--- src/rtl/hazard_scoreboard_unit.sv ---
// Hazard unit for the F/D/E/W core: pending-write scoreboard for multi-cycle
// results, counted load-use stalls, two forwarding sources and saturating perf counters.
module hazard_scoreboard_unit #(
   parameter int unsigned REG_AW             = 3,
   parameter bit          ZERO_REG_HARDWIRED = 1'b1,
   parameter int unsigned LOAD_USE_STALL     = 1,
   parameter int unsigned CNT_W              = 16
) (
   input  logic                     clk,
   input  logic                     rst_n,
   input  logic                     valid_D,
   input  logic [REG_AW-1:0]        rs1_D,
   input  logic [REG_AW-1:0]        rs2_D,
   input  logic                     rs1_used_D,
   input  logic                     rs2_used_D,
   input  logic [REG_AW-1:0]        rd_D,
   input  logic                     reg_write_D,
   input  logic                     mc_op_D,
   input  logic                     jump_D,
   input  logic [REG_AW-1:0]        rs1_E,
   input  logic [REG_AW-1:0]        rs2_E,
   input  logic [REG_AW-1:0]        rd_E,
   input  logic                     reg_write_E,
   input  logic                     mem_read_E,
   input  logic                     branch_taken_E,
   input  logic [REG_AW-1:0]        rd_W,
   input  logic                     reg_write_W,
   input  logic                     mc_busy,
   input  logic                     mc_wb_valid,
   input  logic [REG_AW-1:0]        mc_wb_rd,
   input  logic                     perf_clr,
   output logic                     stall_F,
   output logic                     stall_D,
   output logic                     flush_F,
   output logic                     flush_D,
   output logic [1:0]               forward_A,
   output logic [1:0]               forward_B,
   output logic [(2**REG_AW)-1:0]   pending_mask,
   output logic [CNT_W-1:0]         stall_cycles,
   output logic [CNT_W-1:0]         flush_cycles
);

   localparam int unsigned NUM_REGS = 2**REG_AW;
   localparam logic [2:0]  LUC_LOAD = 3'(LOAD_USE_STALL - 1);

   logic [NUM_REGS-1:0] pending;
   logic [NUM_REGS-1:0] wb_clr_mask;
   logic [NUM_REGS-1:0] set_mask;
   logic [NUM_REGS-1:0] pend_eff;
   logic [2:0]          luc;
   logic                load_use;
   logic                sb_raw;
   logic                sb_waw;
   logic                struct_haz;
   logic                stall_req;

   function automatic logic reg_match(input logic [REG_AW-1:0] a, input logic [REG_AW-1:0] b);
      return (a == b) && (!ZERO_REG_HARDWIRED || (a != '0));
   endfunction

   always_comb begin
      forward_A = 2'b00;
      if (reg_write_W && reg_match(rd_W, rs1_E))
         forward_A = 2'b10;
      else if (mc_wb_valid && reg_match(mc_wb_rd, rs1_E))
         forward_A = 2'b01;
   end

   always_comb begin
      forward_B = 2'b00;
      if (reg_write_W && reg_match(rd_W, rs2_E))
         forward_B = 2'b10;
      else if (mc_wb_valid && reg_match(mc_wb_rd, rs2_E))
         forward_B = 2'b01;
   end

   always_comb begin
      wb_clr_mask = '0;
      if (mc_wb_valid)
         wb_clr_mask[mc_wb_rd] = 1'b1;
   end

   // A result written back this cycle no longer blocks its readers.
   assign pend_eff = pending & ~wb_clr_mask;

   assign load_use   = valid_D && mem_read_E && reg_write_E &&
                       ((rs1_used_D && reg_match(rd_E, rs1_D)) ||
                        (rs2_used_D && reg_match(rd_E, rs2_D)));
   assign sb_raw     = valid_D && ((rs1_used_D && pend_eff[rs1_D]) ||
                                   (rs2_used_D && pend_eff[rs2_D]));
   assign sb_waw     = valid_D && reg_write_D && pend_eff[rd_D];
   assign struct_haz = valid_D && mc_op_D && mc_busy;
   assign stall_req  = load_use || (luc != 3'd0) || sb_raw || sb_waw || struct_haz;

   always_comb begin
      stall_F = 1'b0;
      stall_D = 1'b0;
      flush_F = 1'b0;
      flush_D = 1'b0;
      if (branch_taken_E) begin
         flush_F = 1'b1;
         flush_D = 1'b1;
      end else if (stall_req) begin
         stall_F = 1'b1;
         stall_D = 1'b1;
         flush_D = 1'b1;
      end else if (jump_D) begin
         flush_F = 1'b1;
      end
   end

   always_comb begin
      set_mask = '0;
      if (valid_D && mc_op_D && reg_write_D && !stall_D && !branch_taken_E &&
          !(ZERO_REG_HARDWIRED && (rd_D == '0)))
         set_mask[rd_D] = 1'b1;
   end

   always_ff @(posedge clk or negedge rst_n) begin
      if (!rst_n) begin
         pending <= '0;
         luc     <= 3'd0;
      end else begin
         pending <= (pending & ~wb_clr_mask) | set_mask;
         if (branch_taken_E)
            luc <= 3'd0;
         else if (luc != 3'd0)
            luc <= luc - 3'd1;
         else if (load_use)
            luc <= LUC_LOAD;
      end
   end

   assign pending_mask = pending;

   always_ff @(posedge clk or negedge rst_n) begin
      if (!rst_n) begin
         stall_cycles <= '0;
         flush_cycles <= '0;
      end else if (perf_clr) begin
         stall_cycles <= '0;
         flush_cycles <= '0;
      end else begin
         if (stall_D && (stall_cycles != '1))
            stall_cycles <= stall_cycles + CNT_W'(1);
         if (flush_D && !stall_D && (flush_cycles != '1))
            flush_cycles <= flush_cycles + CNT_W'(1);
      end
   end

endmodule

--- config.mk ---
export PLATFORM = sky130hd
export DESIGN_NAME = hazard_scoreboard_unit
export DESIGN_NICKNAME = d
export VERILOG_FILES = /design/src/rtl/hazard_scoreboard_unit.sv
export SDC_FILE = /design/constraint.sdc
export NUM_CORES = 1
export LEC_CHECK = 0
export CAP_MARGIN = 20
export CORE_ASPECT_RATIO = 0.6
export CORE_MARGIN = 4
export CORE_UTILIZATION = 49
export CTS_BUF_LIST = sky130_fd_sc_hd__clkbuf_2
export DETAILED_ROUTE_END_ITERATION = 10
export GPL_TIMING_DRIVEN = 0
export PLACE_DENSITY = 0.94
export SLEW_MARGIN = 15
export SYNTH_ARGS = -nofsm -noshare
export SYNTH_HDL_FRONTEND = slang
export SYNTH_SLANG_ARGS = --single-unit
export TNS_END_PERCENT = 10
--- constraint.sdc ---
create_clock -name clk -period 3.24 [get_ports clk]
set_input_delay 0.486 -clock clk [delete_from_list [all_inputs] [get_ports clk]]
set_output_delay 0.486 -clock clk [all_outputs]
set_load 0.02 [all_outputs]
After elaboration in Yosys (flattened, before gate mapping)

Cells that the tools add are included.

Add/subtract/negate cells: 3
Order comparisons: 6
Equality and inequality tests: 8
Multiplexer cells: 29
Bitwise gates (word level): 3
Reductions and logical operators: 48

Operator list:

| operator                                                                      | number |
|---|---|
| 16-bit two-way mux                                                            | 4 |
| 16-bit by 1-bit adder with 16-bit output (second input constant)              | 2 |
| 16-bit inequality test (second input constant)                                | 2 |
| 1-bit logical AND                                                             | 31 |
| 3-bit == test                                                                 | 6 |
| 3-bit by 4-bit less-than comparator with 1-bit output (second input constant) | 4 |
| 8-bit two-way mux                                                             | 2 |
| 3-bit nonzero test                                                            | 5 |
| 1-bit two-way mux                                                             | 13 |
| 1-bit binary-select mux with 3-bit select                                     | 3 |
| 3-bit two-way mux                                                             | 3 |
| 8-bit AND                                                                     | 1 |
| 8-bit inverter                                                                | 1 |
| 8-bit bitwise OR                                                              | 1 |
| 1-bit demux with 3-bit select                                                 | 2 |
| 3-bit by 1-bit >= comparator with 1-bit output (second input constant)        | 2 |
| 1-bit logical OR                                                              | 6 |
| 2-bit two-way mux                                                             | 2 |
| 2-bit nonzero test                                                            | 2 |
| 1-bit logical NOT                                                             | 3 |
| 3-bit logical NOT                                                             | 1 |
| 3-bit by 1-bit subtractor with 3-bit output (second input constant)           | 1 |

Register bits: 43
Bits of input ports: 39
Output and inout port bits: 48
Logic and storage cells: 101

Longest topological paths before layout

Gate-level depths: netlist (run 1).

Depth after elaboration: 23
Mapped depth: 10
Gate-level depth less buffers: 8

Worst setup path after synthesis (run 1)

OpenSTA, ideal clock, no wires.

Kind: input -> output
Start point: in mc_wb_rd[1]
End point: out stall_F
Data arrival time: 2.286 ns
Path slack: 0.468 ns
Stages on the path: 10
Buffers on the path: 3
Cell sequence: buf_4 > nand4b_1 > a32oi_1 > or3b_1 > o2111ai_1 > a311oi_1 > and2_4 > buf_6 > nor2_1 > buf_4

Longest elaborated chain between the ends: 17
Elaborated cells between the ends (all ways): 24
Classes of those cells: order compare (2); mux (11); bitwise (2); reduce/logical (9)

Ends and longest elaborated chain:

| what                                                                                                                                          | line   | source |
|---|---|---|
| start, declared                                                                                                                               | 30     | `input logic [REG_AW-1:0] mc_wb_rd,` |
| 3-bit by 4-bit less-than comparator with 1-bit output (implied by the code) or 3-bit by 1-bit >= comparator with 1-bit output (tied branches) | 80     | `wb_clr_mask[mc_wb_rd] = 1'b1;` |
| 1-bit logical AND (implied by the code)                                                                                                       | 80     |  |
| 1-bit two-way mux (implied by the code)                                                                                                       | 80     |  |
| 1-bit demux with 3-bit select *                                                                                                               | 80     |  |
| 8-bit two-way mux *                                                                                                                           | 79     | `if (mc_wb_valid)` |
| 8-bit inverter *                                                                                                                              | 84     | `assign pend_eff = pending & ~wb_clr_mask;` |
| 8-bit AND *                                                                                                                                   | 84     |  |
| 1-bit binary-select mux with 3-bit select, on equally long branches                                                                           | 89, 90 |  |
| 1-bit two-way mux, on equally long branches                                                                                                   | 89, 90 |  |
| 1-bit logical AND, on equally long branches                                                                                                   | 89, 90 |  |
| 1-bit logical OR                                                                                                                              | 89     | `assign sb_raw = valid_D && ((rs1_used_D && pend_eff[rs1_D]) \|\|` |
| 1-bit logical AND                                                                                                                             | 89     |  |
| 1-bit logical OR                                                                                                                              | 93     | `assign stall_req = load_use \|\| (luc != 3'd0) \|\| sb_raw \|\| sb_waw \|\| struct_haz;` |
| 1-bit logical OR * (2 in a row)                                                                                                               | 93     |  |
| 1-bit two-way mux * (2 in a row)                                                                                                              | -      |  |
| end, declared                                                                                                                                 | 32     | `output logic stall_F,` |

Mark *: on every way between the ends. The rest lies on a longest branch, timed or not. The select of a mux whose other input is x is not followed.

Worst setup path after layout (run 1)

Start point: in mc_wb_rd[1]
End point: out stall_F

Longest elaborated chain between the ends: 17
Elaborated cells between the ends (all ways): 24
Classes of those cells: order compare (2); mux (11); bitwise (2); reduce/logical (9)

Ends and longest elaborated chain:

| what                                                                                                                                          | line   | source |
|---|---|---|
| 3-bit by 4-bit less-than comparator with 1-bit output (implied by the code) or 3-bit by 1-bit >= comparator with 1-bit output (tied branches) | 80     |  |
| 1-bit logical AND (implied by the code)                                                                                                       | 80     |  |
| 1-bit two-way mux (implied by the code)                                                                                                       | 80     |  |
| 1-bit demux with 3-bit select *                                                                                                               | 80     |  |
| 8-bit two-way mux *                                                                                                                           | 79     |  |
| 8-bit inverter *                                                                                                                              | 84     |  |
| 8-bit AND *                                                                                                                                   | 84     |  |
| 1-bit binary-select mux with 3-bit select, on equally long branches                                                                           | 89, 90 |  |
| 1-bit two-way mux, on equally long branches                                                                                                   | 89, 90 |  |
| 1-bit logical AND, on equally long branches                                                                                                   | 89, 90 |  |
| 1-bit logical OR                                                                                                                              | 89     |  |
| 1-bit logical AND                                                                                                                             | 89     |  |
| 1-bit logical OR                                                                                                                              | 93     |  |
| 1-bit logical OR * (2 in a row)                                                                                                               | 93     |  |
| 1-bit two-way mux *                                                                                                                           | 103    | `end else if (stall_req) begin` |
| 1-bit two-way mux *                                                                                                                           | 100    | `if (branch_taken_E) begin` |

Marked as above.

==> impl.org, run 1 <==
** Worst setup path
- Kind of critical path :: input port to output port
- Along the worst path, the maximum fanout reaches 10.
- STA puts the critical path data arrival time at 2730 ps.
- The critical path starts at mc_wb_rd[1].
- Required time worst endpoint :: 2750 ps
- The worst register-to-register path begins at pending_mask[0].
- STA classifies the critical path endpoint as an output port.
- STA classifies the critical path startpoint as an input port.

** Yosys
- The most used flip-flop cell after synthesis is sky130_fd_sc_hd__dfrtp_1.
- During synthesis, Yosys emitted a total of 0 warnings.
- Flip-flop and latch count after synthesis :: 43
- After synthesis, the netlist uses 55 different library cells.
- The share of synthesized area in the top cell type comes to 0.375.
- Dividing the synthesized area by the synthesized cell count gives 8.83 sq um.
- In this run, synthesis inferred 0 flip-flops with an integrated enable.
- Syn Std Cell Area :: 0.00287 sq mm
- Part of the Yosys area used for sequential elements :: 0.375
- Largest cells by area after synthesis :: sky130_fd_sc_hd__dfrtp_1 38%, sky130_fd_sc_hd__xnor2_1 6.4%, sky130_fd_sc_hd__nor2_1 4.8%
- When the netlist entered floorplanning its net count stood at 368.
- Most used standard cell by instance count after synthesis :: sky130_fd_sc_hd__dfrtp_1
- Of all flip-flops after synthesis, the portion carrying an async set or reset was 1.00.
- Counting instances in the post-synthesis netlist gives the leading cell types as 43 x sky130_fd_sc_hd__dfrtp_1, 37 x sky130_fd_sc_hd__nor2_1, 25 x sky130_fd_sc_hd__nand2_1, 21 x sky130_fd_sc_hd__xnor2_1.
- Synthesized netlist cell count :: 325
- Dominant cell type by area after synthesis :: sky130_fd_sc_hd__dfrtp_1

** Clock tree
- For this design, the sink count on the clock tree is 43.
- Latest clock arrival within the worst-skew pair :: 420 ps
- After clock tree synthesis, the clock-pin slew on the worst setup and hold paths is 200 ps.
- TritonCTS built the clock tree.
- Maximum buffer depth of the clock tree :: 2
- H-tree Lvls :: 2
- Clock tree root buffer cell :: sky130_fd_sc_hd__clkbuf_2
- Cts bufs inserted :: 5

** Finish
- Diode count :: 0
- Counting the fill cells in the layout gives 448.
- Post-route core utilization :: 0.713
- Nets :: 473
- Final design instance area without fill :: 0.00401 sq mm
- Compared with the post-synthesis result, the final layout area differs by 39.7%.
- In the final layout, the share of cells above drive strength 1 is 0.123.

** Placed design
- The congestion estimate from routability-driven global placement came to 0.962.
- OpenSTA, run right after detailed placement, puts the worst setup slack at -824 ps.
- Area post-placement :: 0.00380 sq mm
- HPWL after detailed placement :: 6450 um
- # port buffers :: 82

** Detailed routing
- Antenna Nets Post-Route :: 0
- DRC Markers :: 0
- Per-cell routed wire length :: 16.7 um
- Count of vias placed by the detailed router :: 2957
- Iter 0 DRT Violations :: 204
- Detailed Route WL :: 8540 um
- Dividing the detail-routed via count by the number of cells gives 5.79.
- Before antenna repair, the detailed router went through 5 iterations.

** Pwr
- Pwr dens :: 281 mW/mm^2
- Overall power :: 0.00113 W
- Maximum resistive drop on vdd :: 0.197 mV
- Static power due to leakage :: 1.63 nW

** STA
- Finish-stage setup viols :: 0
- After layout, the worst setup slack is 24.6 ps.
- Setup clock skew after layout :: 21.9 ps
- Period utilisation layout :: 0.992
- For the pin with the worst max-slew slack, the measured transition is 622 ps.
- Timing would allow up to 0.311 GHz.
- Hold Violations, Final :: 0
- The count of final max-slew check failures was 0.
- For the finished layout, the period the worst path requires is 3220 ps.
- Total Negative Setup Slacks :: 0 ps
- In this run the tightest slew margin relative to its limit is 0.584.

** Global routing
- Global-route wire length before repair :: 13700 um
- The via count of the first global-routing pass is 2849.
- Initial antenna violation count :: 0
- Summed over all layers, the global routing overflow is 0.
- For this run, the total global-route usage over all layers was measured as 0.244.
- Largest net degree at the start of global routing :: 28

** Floorplanning
- Chip height :: 67.3 um
- Full die area :: 0.00718 sq mm
- The core region is 0.00562 sq mm.
- Total number of placement rows :: 21
- For this design the top-level I/O count stands at 87.
- The die is 107 um wide.
- For this configuration, the core starts out at a cell density of 0.510.

** Worst hold path
- In this run the most critical hold path is launched from branch_taken_E.
- In this run the worst hold path is classified as input port to flop.

** Status
- Result of the run :: complete, no violations

** Job
- Across the run, the number of max-cap violations was 0.
-- metal layers --
layer | routed length, um | up-vias | global-route usage
li1 | - | 1383 | -
met1 | 3870 | 1427 | 0.338
met2 | 3800 | 127 | 0.382
met3 | 697 | 20 | 0.0583
met4 | 167 | 0 | 0.0766
met5 | 0 | - | 0
-- where the power goes --
part / switching [W] / leakage, nW / total [W] / internal (W)
sequential: 0.0000167 / 0.596 / 0.000568 / 0.000551
clock: 0.000173 / 0.0330 / 0.000232 / 0.0000588
combinational: 0.000170 / 0.996 / 0.000326 / 0.000156
total: 0.000360 / 1.63 / 0.00113 / 0.000766
-- per-stage QoR --
stage | instances | hold slack [ps]
after detailed placement | 488 | 443
after floorplan | 325 | 190
after CTS | 510 | 480
after global routing | 511 | 499
final | 511 | 483
after global placement | 487 | 486
-- registers in the layout (all words and copies together) (netlist names) --
name	count
pending_mask	8
stall_cycles	16
luc	3
flush_cycles	16
-- cell type report --
class,instances,area [sq um],area share
plain buffers,16,100,0.0250
clock buffers,7,35.0,0.00874
clock inverters,1,5.00,0.00125
inverters,15,56.3,0.0140
multi-input cells,251,1700,0.424
flip-flops and latches,43,1080,0.268
well taps,80,100,0.0250
repair buffers,98,936,0.233
-- path summary, 6_finish.rpt --
kind | to | slack, ps | depth (start not counted)
max in group asynchronous | flush_cycles[4] | 2250 | 3
max reg2reg | stall_cycles[1] | 320 | 12
min reg2reg | luc[0] | 530 | 1
max | stall_F | 20 | 12
min in group asynchronous | stall_cycles[9] | 490 | 2
min | luc[1] | 480 | 2
-- cell families (layout without fill, tap and decap cells) --
kind of cell             count (synthesis)  count (layout)  synth area share
AO/OA/AOI/OAI                           62              62             0.157
multiplexers                             9               9            0.0340
XOR/XNOR                                28              28            0.0855
flip-flops                              43              43             0.375
adder cells (fa/ha/maj)                  4               4            0.0174
buffers and inverters                   31             137            0.0506
AND/OR/NAND/NOR                        148             148             0.281
-- timing repair --
action / in CTS / in global routing
endpoints found under the hold margin: 16 / 0
buffers inserted: 12 / 1
pin swaps: 8 / 5
gates resized for setup: 28 / 12
gates cloned: 1 / 0
endpoints found under the setup margin: 4 / 4
hold buffers: 1 / 0
-- cell usage in the layout, fill, tap and decap left out, types with 6 or more instances in the layout --
master / Yosys / routed
sky130_fd_sc_hd__a21oi_1: 15 / 15
sky130_fd_sc_hd__and3_1: 11 / 11
sky130_fd_sc_hd__buf_4: 5 / 16
sky130_fd_sc_hd__clkbuf_1: 7 / 7
sky130_fd_sc_hd__clkbuf_2: 0 / 9
sky130_fd_sc_hd__clkdlybuf4s50_1: 0 / 71
sky130_fd_sc_hd__dfrtp_1: 43 / 43
sky130_fd_sc_hd__inv_1: 15 / 15
sky130_fd_sc_hd__nand2_1: 25 / 25
sky130_fd_sc_hd__nand2b_1: 8 / 7
sky130_fd_sc_hd__nand3_1: 11 / 11
sky130_fd_sc_hd__nand4_1: 13 / 13
sky130_fd_sc_hd__nor2_1: 37 / 36
sky130_fd_sc_hd__nor2b_1: 7 / 7
sky130_fd_sc_hd__nor3_1: 8 / 8
sky130_fd_sc_hd__o21ai_0: 7 / 7
sky130_fd_sc_hd__o31ai_1: 10 / 10
sky130_fd_sc_hd__or3_1: 6 / 6
sky130_fd_sc_hd__xnor2_1: 21 / 21
sky130_fd_sc_hd__xor2_1: 7 / 7
-- worst max-delay path: stages --
cell                            delay [ps]
sky130_fd_sc_hd__dlygate4sd2_1         250
sky130_fd_sc_hd__buf_6                 140
sky130_fd_sc_hd__nand4b_1              190
sky130_fd_sc_hd__a32oi_1               320
sky130_fd_sc_hd__or3b_1                160
sky130_fd_sc_hd__o2111ai_1             130
sky130_fd_sc_hd__a311oi_2              360
sky130_fd_sc_hd__and2_4                210
sky130_fd_sc_hd__buf_6                 130
sky130_fd_sc_hd__nor2_2                 50
sky130_fd_sc_hd__buf_4                 150
sky130_fd_sc_hd__buf_4                 140
Note: power is estimated with default switching activity, not from simulation.
==> run 2: changes to the inputs <==
--- a/config.mk
+++ b/config.mk
@@ -13,6 +13,7 @@
 export DETAILED_ROUTE_END_ITERATION = 10
 export GPL_TIMING_DRIVEN = 0
 export PLACE_DENSITY = 0.94
+export SKIP_CTS_REPAIR_TIMING = 1
 export SLEW_MARGIN = 15
 export SYNTH_ARGS = -nofsm -noshare
 export SYNTH_HDL_FRONTEND = slang
==> run 2 against run 1 <==
Sequential share of layout area is 0.17 points lower. Critical endpoint is now flush_D. Count of clock-buffer cells in the layout unchanged. First-iteration DRC count fell by 9.3%. Critical path type unchanged. Worst hold slack improved by 6.6 ps.
==> impl.org, run 2 (synthesized netlist as in run 1, its figures left out) <==
** Status
- Result of the run :: complete, no violations

** Detailed routing
- After detailed routing, the number of vias per cell comes to 5.81.
- Antenna Nets Post-Route :: 0
- Count of vias placed by the detailed router :: 2949
- Dividing the detail-routed wire length by the instance count gives 17.1 um.
- Detailed Routing Iterations Pass 1 :: 4
- In this run, the number of DRC markers left after iteration 0 of detailed routing was 185.
- DRC Markers :: 0
- For this block, the routed nets add up to 8700 um of wire.

** Worst setup path
- The worst setup path is of the input port to output port kind.
- Number of buffer and inverter stages on the critical path :: 3
- In this design, the stage delay of the slowest critical-path cell is 560 ps.
- The critical path goes through clkdlybuf4s50_1 -> o41a_1 -> nand4_1 -> and4_1 -> o21ai_2 -> and2_4 -> nand2b_1 -> buf_2 -> dlymetal6s2s_1.
- STA classifies the critical path startpoint as an input port.
- The worst register-to-register path has a setup slack of 410 ps.
- Data arrival time of the critical path :: 2670 ps
- Critical Path Fanout Max :: 8
- The worst setup path is captured at an output port.
- Grouping stages by cell kind, the critical path spends the most delay in buffers and inverters.
- For the worst setup path, the data required time is 2750 ps.
- On the critical path, the stage with the largest delay is an instance of sky130_fd_sc_hd__clkdlybuf4s50_1.

** Floorplanning
- The floorplan step set the die width to 107 um.
- In this run the count of I/O pins placed on the die edge is 87.
- The initial utilization of the core area, before any placement, comes to 0.510.
- Full die area :: 0.00718 sq mm
- The die is 67.3 um tall.
- The floorplan has 21 rows.
- Core outline area :: 0.00562 sq mm

** Pwr
- Maximum resistive drop on vdd :: 0.240 mV
- For this design the static power due to leakage is 1.67 nW.
- Pwr dens :: 278 mW/mm^2

** Global routing
- Entering global routing, the biggest net connects 28 pins.
- Initial antenna violation count :: 0
- Global-route usage over all layers :: 0.234
- Via count of the first global-routing pass :: 2748
- Remaining global-route overflow :: 0
- Global-route wire length before repair :: 13200 um

** Finish
- Most common cell after layout, fill and taps aside :: sky130_fd_sc_hd__clkdlybuf4s50_1
- Most frequent cells in the layout :: 71 x sky130_fd_sc_hd__clkdlybuf4s50_1, 43 x sky130_fd_sc_hd__dfrtp_1, 36 x sky130_fd_sc_hd__nor2_1
- 0 antenna diodes ended up in the layout.
- Filler Cells Inserted :: 445
- Layout overhead on the synthesized area :: 40.6%
- Of the cells placed in the final design, the portion with a size suffix greater than 1 is 0.112.
- In the final design database the tool counted 470 nets.

** Placed design
- Summed over all nets, the half-perimeter wirelength after detailed placement is 6450 um.
- Input and output buffers added on the ports amount to 82.
- GP Congestion :: 0.962

** Clock tree
- In this run, CTS created clock tree buffers numbering 5.
- Latest clock arrival within the worst-skew pair :: 420 ps
- Clock tree root buffer cell :: sky130_fd_sc_hd__clkbuf_2
- TritonCTS clock tree :: built
- Clock tree synthesis found a total of 43 sinks.
- Maximum buffer depth of the clock tree :: 2
- H-tree Lvls :: 2
- After clock tree synthesis, the clock-pin slew on the worst setup and hold paths is 200 ps.

** STA
- For this run, the top clock speed supported by timing is 0.317 GHz.
- At the pin with the least slew margin, the transition time is 627 ps.
- Finish-stage setup viols :: 0
- The worst path needs 3160 ps of the cycle, external delays included.
- Headroom to the max-slew limit came out at 0.581.
- Adding up every negative setup slack in the final design gives 0 ps.
- Dividing the final minimum period by the clock period gives 0.974.
- Count of pins over their slew limit :: 0
- The final count of hold timing violations came to 0.
- Post-Route Hold Slack :: 490 ps
- Across the routed clock network, the largest skew measured is 20.2 ps.

** Job
- Max Cap Viol :: 0

** Worst hold path
- Kind of path behind the tightest hold check :: input port to flop
run 2: final timing paths:
| check | end | depth (start not counted) | startpoint |
|---|---|---|---|
| worst max register to register | stall_cycles[1] | 9 | stall_cycles[0] |
| worst min register to register | luc[0] | 1 | luc[0] |
| worst min-delay path | luc[1] | 2 | branch_taken_E |
| max in group asynchronous | flush_cycles[4] | 3 | rst_n |
| worst max-delay path | flush_D | 9 | rd_D[1] |
| min in group asynchronous | stall_cycles[9] | 2 | rst_n |
run 2: area by class of cell:
class	instances	area, sq um	area share
clock inverters	1	5.00	0.00124
multi-input cells	251	1720	0.425
plain buffers	16	100	0.0248
clock buffers	7	35.0	0.00868
flip-flops and latches	43	1080	0.267
repair buffers	95	946	0.234
well taps	80	100	0.0248
inverters	15	56.3	0.0140
run 2: routing by layer:
layer	vias to the layer above	wire length, um	track usage
li1	1375	-	-
met1	1435	3850	0.323
met2	124	3910	0.372
met3	15	830	0.0640
met4	0	112	0.0542
met5	-	0	0
run 2: per-stage QoR:
| stage | total power, W | std cells | setup WS (ps) | area (sq um) | utilization |
|---|---|---|---|---|---|
| finish | 0.00112 | 508 | 82.7 | 4040 | 0.718 |
| global route | 0.00118 | 508 | -10.5 | 4040 | 0.718 |
| CTS | 0.00110 | 496 | -833 | 3840 | 0.684 |
| detailed placement | 0.000873 | 488 | -824 | 3800 | 0.677 |
| global placement | 0.000862 | 487 | -722 | 3790 | 0.674 |
| floorplan | 0.000728 | 325 | 468 | 2870 | - |
run 2: power by group:
group | switching (W) | total [W] | internal, W
Clock | 0.000172 | 0.000231 | 0.0000589
Sequential | 0.0000169 | 0.000568 | 0.000551
Combinational | 0.000169 | 0.000323 | 0.000154
Total | 0.000359 | 0.00112 | 0.000764
